===== src/rtl/led_pwm_pkg.sv =====
// ---------------------------------------------------------------------------
// led_pwm_pkg
// Shared definitions for the LED PWM fader: the PWM resolution, the
// brightness level type and the prescaler calculation used to derive the
// PWM tick rate from the system clock.
// ---------------------------------------------------------------------------
package led_pwm_pkg;

   localparam int PWM_BITS = 8;

   typedef logic [PWM_BITS-1:0] level_t;

   // Clock cycles per PWM step so that a full 256-step frame runs at roughly
   // pwm_hz. Integer floor, never below 1 so a slow clock still advances.
   function automatic int calc_prescale(input int clock_hz, input int pwm_hz);
      int p;
      p = clock_hz / (pwm_hz * (1 << PWM_BITS));
      return (p < 1) ? 1 : p;
   endfunction

endpackage


===== src/rtl/led_fade_channel.sv =====
// ---------------------------------------------------------------------------
// led_fade_channel
// One LED channel: latches a brightness target at each frame boundary,
// ramps its level toward that target by FADE_STEP per frame with
// saturation, and drives the pin by comparing the shared PWM counter
// against the level.
//
// Ports:
//   clock, reset  system clock, asynchronous active-high reset
//   frame_start   one-cycle pulse marking the PWM frame boundary
//   led_in        on/off request for this LED
//   max_level     brightness used when led_in is 1
//   pwm_count     shared PWM position counter
//   pin           registered pin drive, polarity set by ACTIVE_LOW
//   busy          level has not yet reached the latched target
// ---------------------------------------------------------------------------
module led_fade_channel
   import led_pwm_pkg::*;
#(
   parameter int FADE_STEP  = 1,
   parameter bit ACTIVE_LOW = 1'b1
) (
   input  logic   clock,
   input  logic   reset,
   input  logic   frame_start,
   input  logic   led_in,
   input  level_t max_level,
   input  level_t pwm_count,
   output logic   pin,
   output logic   busy
);

   localparam logic [PWM_BITS:0]          STEP_UP   = (PWM_BITS+1)'(FADE_STEP);
   localparam logic signed [PWM_BITS+1:0] STEP_DOWN = (PWM_BITS+2)'(FADE_STEP);

   level_t                  level;
   level_t                  target;
   level_t                  target_next;
   level_t                  level_next;
   logic [PWM_BITS:0]       up_sum;
   logic signed [PWM_BITS+1:0] down_diff;

   // Saturating ramp toward the target sampled this cycle. The extra
   // headroom bits keep the sum from wrapping past 255 and the difference
   // from wrapping below 0 before the clamp is applied.
   always_comb begin
      target_next = led_in ? max_level : '0;
      up_sum      = {1'b0, level} + STEP_UP;
      down_diff   = $signed({2'b00, level}) - STEP_DOWN;
      level_next  = level;
      if (level < target_next) begin
         if (up_sum > {1'b0, target_next})
            level_next = target_next;
         else
            level_next = up_sum[PWM_BITS-1:0];
      end else if (level > target_next) begin
         if (down_diff < $signed({2'b00, target_next}))
            level_next = target_next;
         else
            level_next = down_diff[PWM_BITS-1:0];
      end
   end

   // Target and level only move on the frame boundary. The pin register
   // compares against the level held before this edge, so the cycle that
   // performs the update still shows the old level and the new level covers
   // a full 256-position frame from the next count onward.
   always_ff @(posedge clock or posedge reset) begin
      if (reset) begin
         level  <= '0;
         target <= '0;
         pin    <= ACTIVE_LOW;
      end else begin
         if (frame_start) begin
            target <= target_next;
            level  <= level_next;
         end
         pin <= (pwm_count < level) ^ ACTIVE_LOW;
      end
   end

   assign busy = (level != target);

endmodule


===== src/rtl/led_pwm_fader.sv =====
// ---------------------------------------------------------------------------
// led_pwm_fader
// Turns the hard on/off LED requests from blink into smooth PWM fades.
// Holds the shared PWM timebase (prescaler, 8-bit position counter and the
// frame boundary pulse) and one fade channel per LED.
//
// Ports:
//   clock, reset  system clock, asynchronous active-high reset
//   led_in        per-LED on/off request, same clock domain
//   max_level     brightness ceiling for lit LEDs
//   led_out       PWM pin drive, polarity per ACTIVE_LOW
//   busy          any channel still ramping toward its target
//   frame_start   one-cycle pulse at each PWM frame boundary
// ---------------------------------------------------------------------------
module led_pwm_fader
   import led_pwm_pkg::*;
#(
   parameter int CLOCK_HZ       = 27_000_000,
   parameter int NUMBER_OF_LEDS = 3,
   parameter int PWM_HZ         = 1000,
   parameter int FADE_STEP      = 1,
   parameter bit ACTIVE_LOW     = 1'b1
) (
   input  logic                      clock,
   input  logic                      reset,
   input  logic [NUMBER_OF_LEDS-1:0] led_in,
   input  level_t                    max_level,
   output logic [NUMBER_OF_LEDS-1:0] led_out,
   output logic                      busy,
   output logic                      frame_start
);

   localparam int PRESCALE   = calc_prescale(CLOCK_HZ, PWM_HZ);
   localparam int PRESCALE_W = (PRESCALE > 1) ? $clog2(PRESCALE) : 1;

   logic [PRESCALE_W-1:0]     prescaler;
   logic                      pwm_tick;
   level_t                    pwm_count;
   logic [NUMBER_OF_LEDS-1:0] chan_busy;

   assign pwm_tick = (prescaler == PRESCALE_W'(PRESCALE - 1));

   // Timebase: the prescaler divides the clock down to PWM steps, the
   // position counter wraps every 256 steps, and frame_start is raised for
   // the single cycle right after the counter wraps to 0.
   always_ff @(posedge clock or posedge reset) begin
      if (reset) begin
         prescaler   <= '0;
         pwm_count   <= '0;
         frame_start <= 1'b0;
      end else begin
         prescaler   <= pwm_tick ? '0 : prescaler + PRESCALE_W'(1);
         if (pwm_tick)
            pwm_count <= pwm_count + level_t'(1);
         frame_start <= pwm_tick && (pwm_count == '1);
      end
   end

   // Registered summary of all channels that have not reached their target.
   always_ff @(posedge clock or posedge reset) begin
      if (reset)
         busy <= 1'b0;
      else
         busy <= |chan_busy;
   end

   for (genvar i = 0; i < NUMBER_OF_LEDS; i++) begin : g_channel
      led_fade_channel #(
         .FADE_STEP  (FADE_STEP),
         .ACTIVE_LOW (ACTIVE_LOW)
      ) u_channel (
         .clock       (clock),
         .reset       (reset),
         .frame_start (frame_start),
         .led_in      (led_in[i]),
         .max_level   (max_level),
         .pwm_count   (pwm_count),
         .pin         (led_out[i]),
         .busy        (chan_busy[i])
      );
   end

endmodule


===== config.mk =====
export PLATFORM = sky130hd
export DESIGN_NAME = led_pwm_fader
export DESIGN_NICKNAME = d
export VERILOG_FILES = /design/src/rtl/led_pwm_pkg.sv /design/src/rtl/led_fade_channel.sv /design/src/rtl/led_pwm_fader.sv
export SDC_FILE = /design/constraint.sdc
export NUM_CORES = 1
export LEC_CHECK = 0
export CAP_MARGIN = 0
export CORE_MARGIN = 2
export CORE_UTILIZATION = 35
export CTS_CLUSTER_SIZE = 14
export DETAILED_ROUTE_END_ITERATION = 10
export PLACE_DENSITY = 0.62
export SYNTH_ARGS = -nofsm -noshare
export SYNTH_HDL_FRONTEND = slang
export SYNTH_SLANG_ARGS = --single-unit
export TNS_END_PERCENT = 5

===== constraint.sdc =====
create_clock -name clock -period 8.44 [get_ports clock]
set_clock_uncertainty 0.15 [all_clocks]
set_input_delay 1.688 -clock clock [delete_from_list [all_inputs] [get_ports clock]]
set_output_delay 1.688 -clock clock [all_outputs]
set_load 0.1 [all_outputs]

==> metrics <==
status=complete, no violations; Post-CTS Resized=0; Crit. End Element=register; Async S/R FF share, synth=100%; post-cts hold buffer count=0; critical hold path startpoint=prescaler[4]$_DFF_PP0_; Yosys reg bits=68; syn nets=853; Net Sw Frac=25.7%; initial antenna violation count=0; CP Buf/Inv Count=1; reg2reg end=g_channel[0].u_channel.level[3]$_DFFE_PP0P_; share of layout cells above drive strength 1=6.14%; fin crit period=4910 ps; root buf cell=clkbuf_16; DRT Pass-1 Iters=5; CP Data Required Time=8500 ps; R2R setup slack=4130 ps; Lkg Pwr=3.16 nW; number of antenna diodes=0; crit path DAT=4980 ps; clock group share of total power=50.1%; setup TNS=0 ps; Cell Rows=49; period utilization=58.2%; cell chain of the critical path=clkdlybuf4s50_1 > nand2_1 > ha_1 > a211oi_1 > o211ai_1 > o21ai_0 > mux2_2 > a21oi_1 > a32oi_1; PwrDens=124 mW/mm²; RSZ-0062 raised after global routing=false; CP startpoint kind=primary input; Slew headroom=17.4%; power share of the sequential group=37.1%; port bufs=17; worst vdd ir=109 µV; initial DRC count=464; Switching Power=0.227 mW; Sinks on Clock Net=68; Reg2Reg Depth=12; CP Class=primary input to register; I/O pins=18; Post-Route WL=18.0 mm; type of the worst min-delay path=register to register; number of global-route vias before repair=5486; largest net degree at the start of global routing=69; DIE WIDTH=140 µm; wire per inst=18.4 µm; DIE HEIGHT=140 µm; Hold Path Depth=1; deepest clock path buffer count=2; Vias/cell=5.75; Multi-input gate area=0.00444 mm²; Synth top cells by count=99 x ha_1, 85 x nand2_1, 65 x dfrtp_1; Routed Antenna Nets=0; total gr overflow=0; Post-DP HPWL=13.7 mm; worst reg2reg startpoint=g_channel[0].u_channel.level[0]$_DFFE_PP0P_; Slew Viols, Final=0; slowest CP cell=o21ai_0; endpoints failing setup=0; FMAX=203 MHz; distinct cell type count of the synthesized netlist=64; final hold vios=0; post-synthesis cell count=741; Synth area leaders=dfrtp_1 25%, ha_1 19%, xnor2_1 6.8%; TritonCTS Buffers=9; hold path endpoint=prescaler[4]$_DFF_PP0_; Slew @ Worst Pin=1230 ps; starting density of the core=35.8%; count leader, synth=ha_1; Syn Area/Cell=8.72 µm²; Yosys Warn Count=0; Clk Latency, worst-skew pair=340 ps; combinational share of power=12.8%; Final GP Congestion=0.922; Post CTS Setup Buffer Count=0; Reg clk slew, reported paths=60 ps; full die area=0.0196 mm²; number of fill cells in the layout=1826; critical path peak fanout=11; core area=0.0180 mm²; via count=5619; Area Growth Syn to Fin=10.6%; htree depth=3; crit-path leading delay family=compound AO/OA/AOI/OAI gates; CTS tree=built; Reg area=0.00171 mm²; NumNets Final=856; first-pass GRT wire length=29.5 mm; Overall Global Routing Usage=18.9%; max incr delay on CP=970 ps; register area share after synthesis=26.4%; post-layout util=39.6%; # Max-Cap Violations=0; Yosys top cell by area=dfrtp_1; DRC=0; number of synthesized flops with an enable pin=0; top_reg_cell synth=dfrtp_1; Yosys top cell area share=25.2%; area of the mapped netlist=0.00646 mm²; P_int=0.656 mW
-- cells by family (layout without fill, tap and decap cells) --
logic type,count (synthesis),count (layout),share of synthesized area (%)
simple gates,225,225,17.3
compound gates,189,189,19.9
fa+ha+maj,99,99,19.2
buf+inv,73,81,4.80
xor+xnor,68,68,9.22
flops,68,68,26.4
mux,19,19,3.20
-- sequential cells by signal, indices dropped and copies added, names as in the netlist --
register and cells:
g_channel.u_channel.level 24, g_channel.u_channel.target 24, pwm_count 8, prescaler 7, g_channel.u_channel.pin 3, busy 1, frame_start 1
-- power by group through the flow --
| stage | Sequential, mW | Combinational [mW] | Clock (mW) |
|---|---|---|---|
| after detailed placement | 0.334 | 0.111 | 0 |
| after global routing | 0.328 | 0.126 | 0.466 |
| after global placement | 0.334 | 0.111 | 0 |
| after CTS | 0.328 | 0.112 | 0.449 |
| final | 0.328 | 0.113 | 0.442 |
| after floorplan | 0.333 | 0.0793 | 0 |
-- placed cells by master, fill, tap and decap left out, types with 8 or more instances in the layout --
| cell | netlist | final |
|---|---|---|
| dfrtp_1 | 65 | 65 |
| o21ai_0 | 46 | 46 |
| inv_1 | 43 | 42 |
| mux2_2 | 13 | 13 |
| a211oi_1 | 18 | 18 |
| ha_1 | 99 | 99 |
| clkdlybuf4s50_1 | 0 | 17 |
| xor2_1 | 18 | 18 |
| nand4_1 | 25 | 25 |
| and2_1 | 11 | 11 |
| o221ai_1 | 11 | 11 |
| o211ai_1 | 8 | 8 |
| nor2_1 | 25 | 25 |
| xnor2_1 | 50 | 50 |
| a21o_1 | 13 | 13 |
| nand3_1 | 22 | 22 |
| a21oi_1 | 35 | 35 |
| clkbuf_16 | 0 | 9 |
| nand2_1 | 85 | 85 |
| nor3_1 | 17 | 17 |
-- per-layer routing --
metal | track usage [%] | routed length, µm
met1 | 25.6 | 8510
met2 | 30.9 | 8370
met3 | 3.48 | 807
met4 | 5.21 | 284
met5 | 0 | 0
-- area by class of cell --
cell class	instances	area share, %
clock buffer	10	3.21
tap	229	4.01
multi-input combinational	600	62.2
clock inverter	6	1.58
inverter	44	2.31
timing repair buffer	21	2.80
sequential	68	23.9
-- metrics by stage --
step | total power, mW | cell area (µm²) | std cells | hold WS, ps | setup slack [ps]
2_1_floorplan | 0.412 | 6460 | 741 | 301 | 4400
5_1_grt | 0.920 | 7140 | 978 | 363 | 3370
4_1_cts | 0.889 | 7140 | 978 | 344 | 3580
3_5_place_dp | 0.445 | 6800 | 962 | 340 | 3210
6_report | 0.883 | 7140 | 978 | 345 | 3530
3_3_place_gp | 0.445 | 6800 | 962 | 329 | 3260
-- worst max-delay path by stage --
| stage | start | end | slack [ps] | depth (start not counted) |
|---|---|---|---|---|
| floorplan | led_in[1] | g_channel[1].u_channel.level[2]$_DFFE_PP0P_ | 4400 | 11 |
| global placement | led_in[0] | g_channel[0].u_channel.level[4]$_DFFE_PP0P_ | 3260 | 9 |
| detailed placement | led_in[0] | g_channel[0].u_channel.level[3]$_DFFE_PP0P_ | 3210 | 9 |
| CTS | led_in[0] | g_channel[0].u_channel.level[3]$_DFFE_PP0P_ | 3580 | 9 |
| global route | led_in[0] | g_channel[0].u_channel.level[0]$_DFFE_PP0P_ | 3370 | 9 |
| finish | led_in[0] | g_channel[0].u_channel.level[3]$_DFFE_PP0P_ | 3530 | 9 |
No activity file was read; power rests on OpenSTA's default activity.
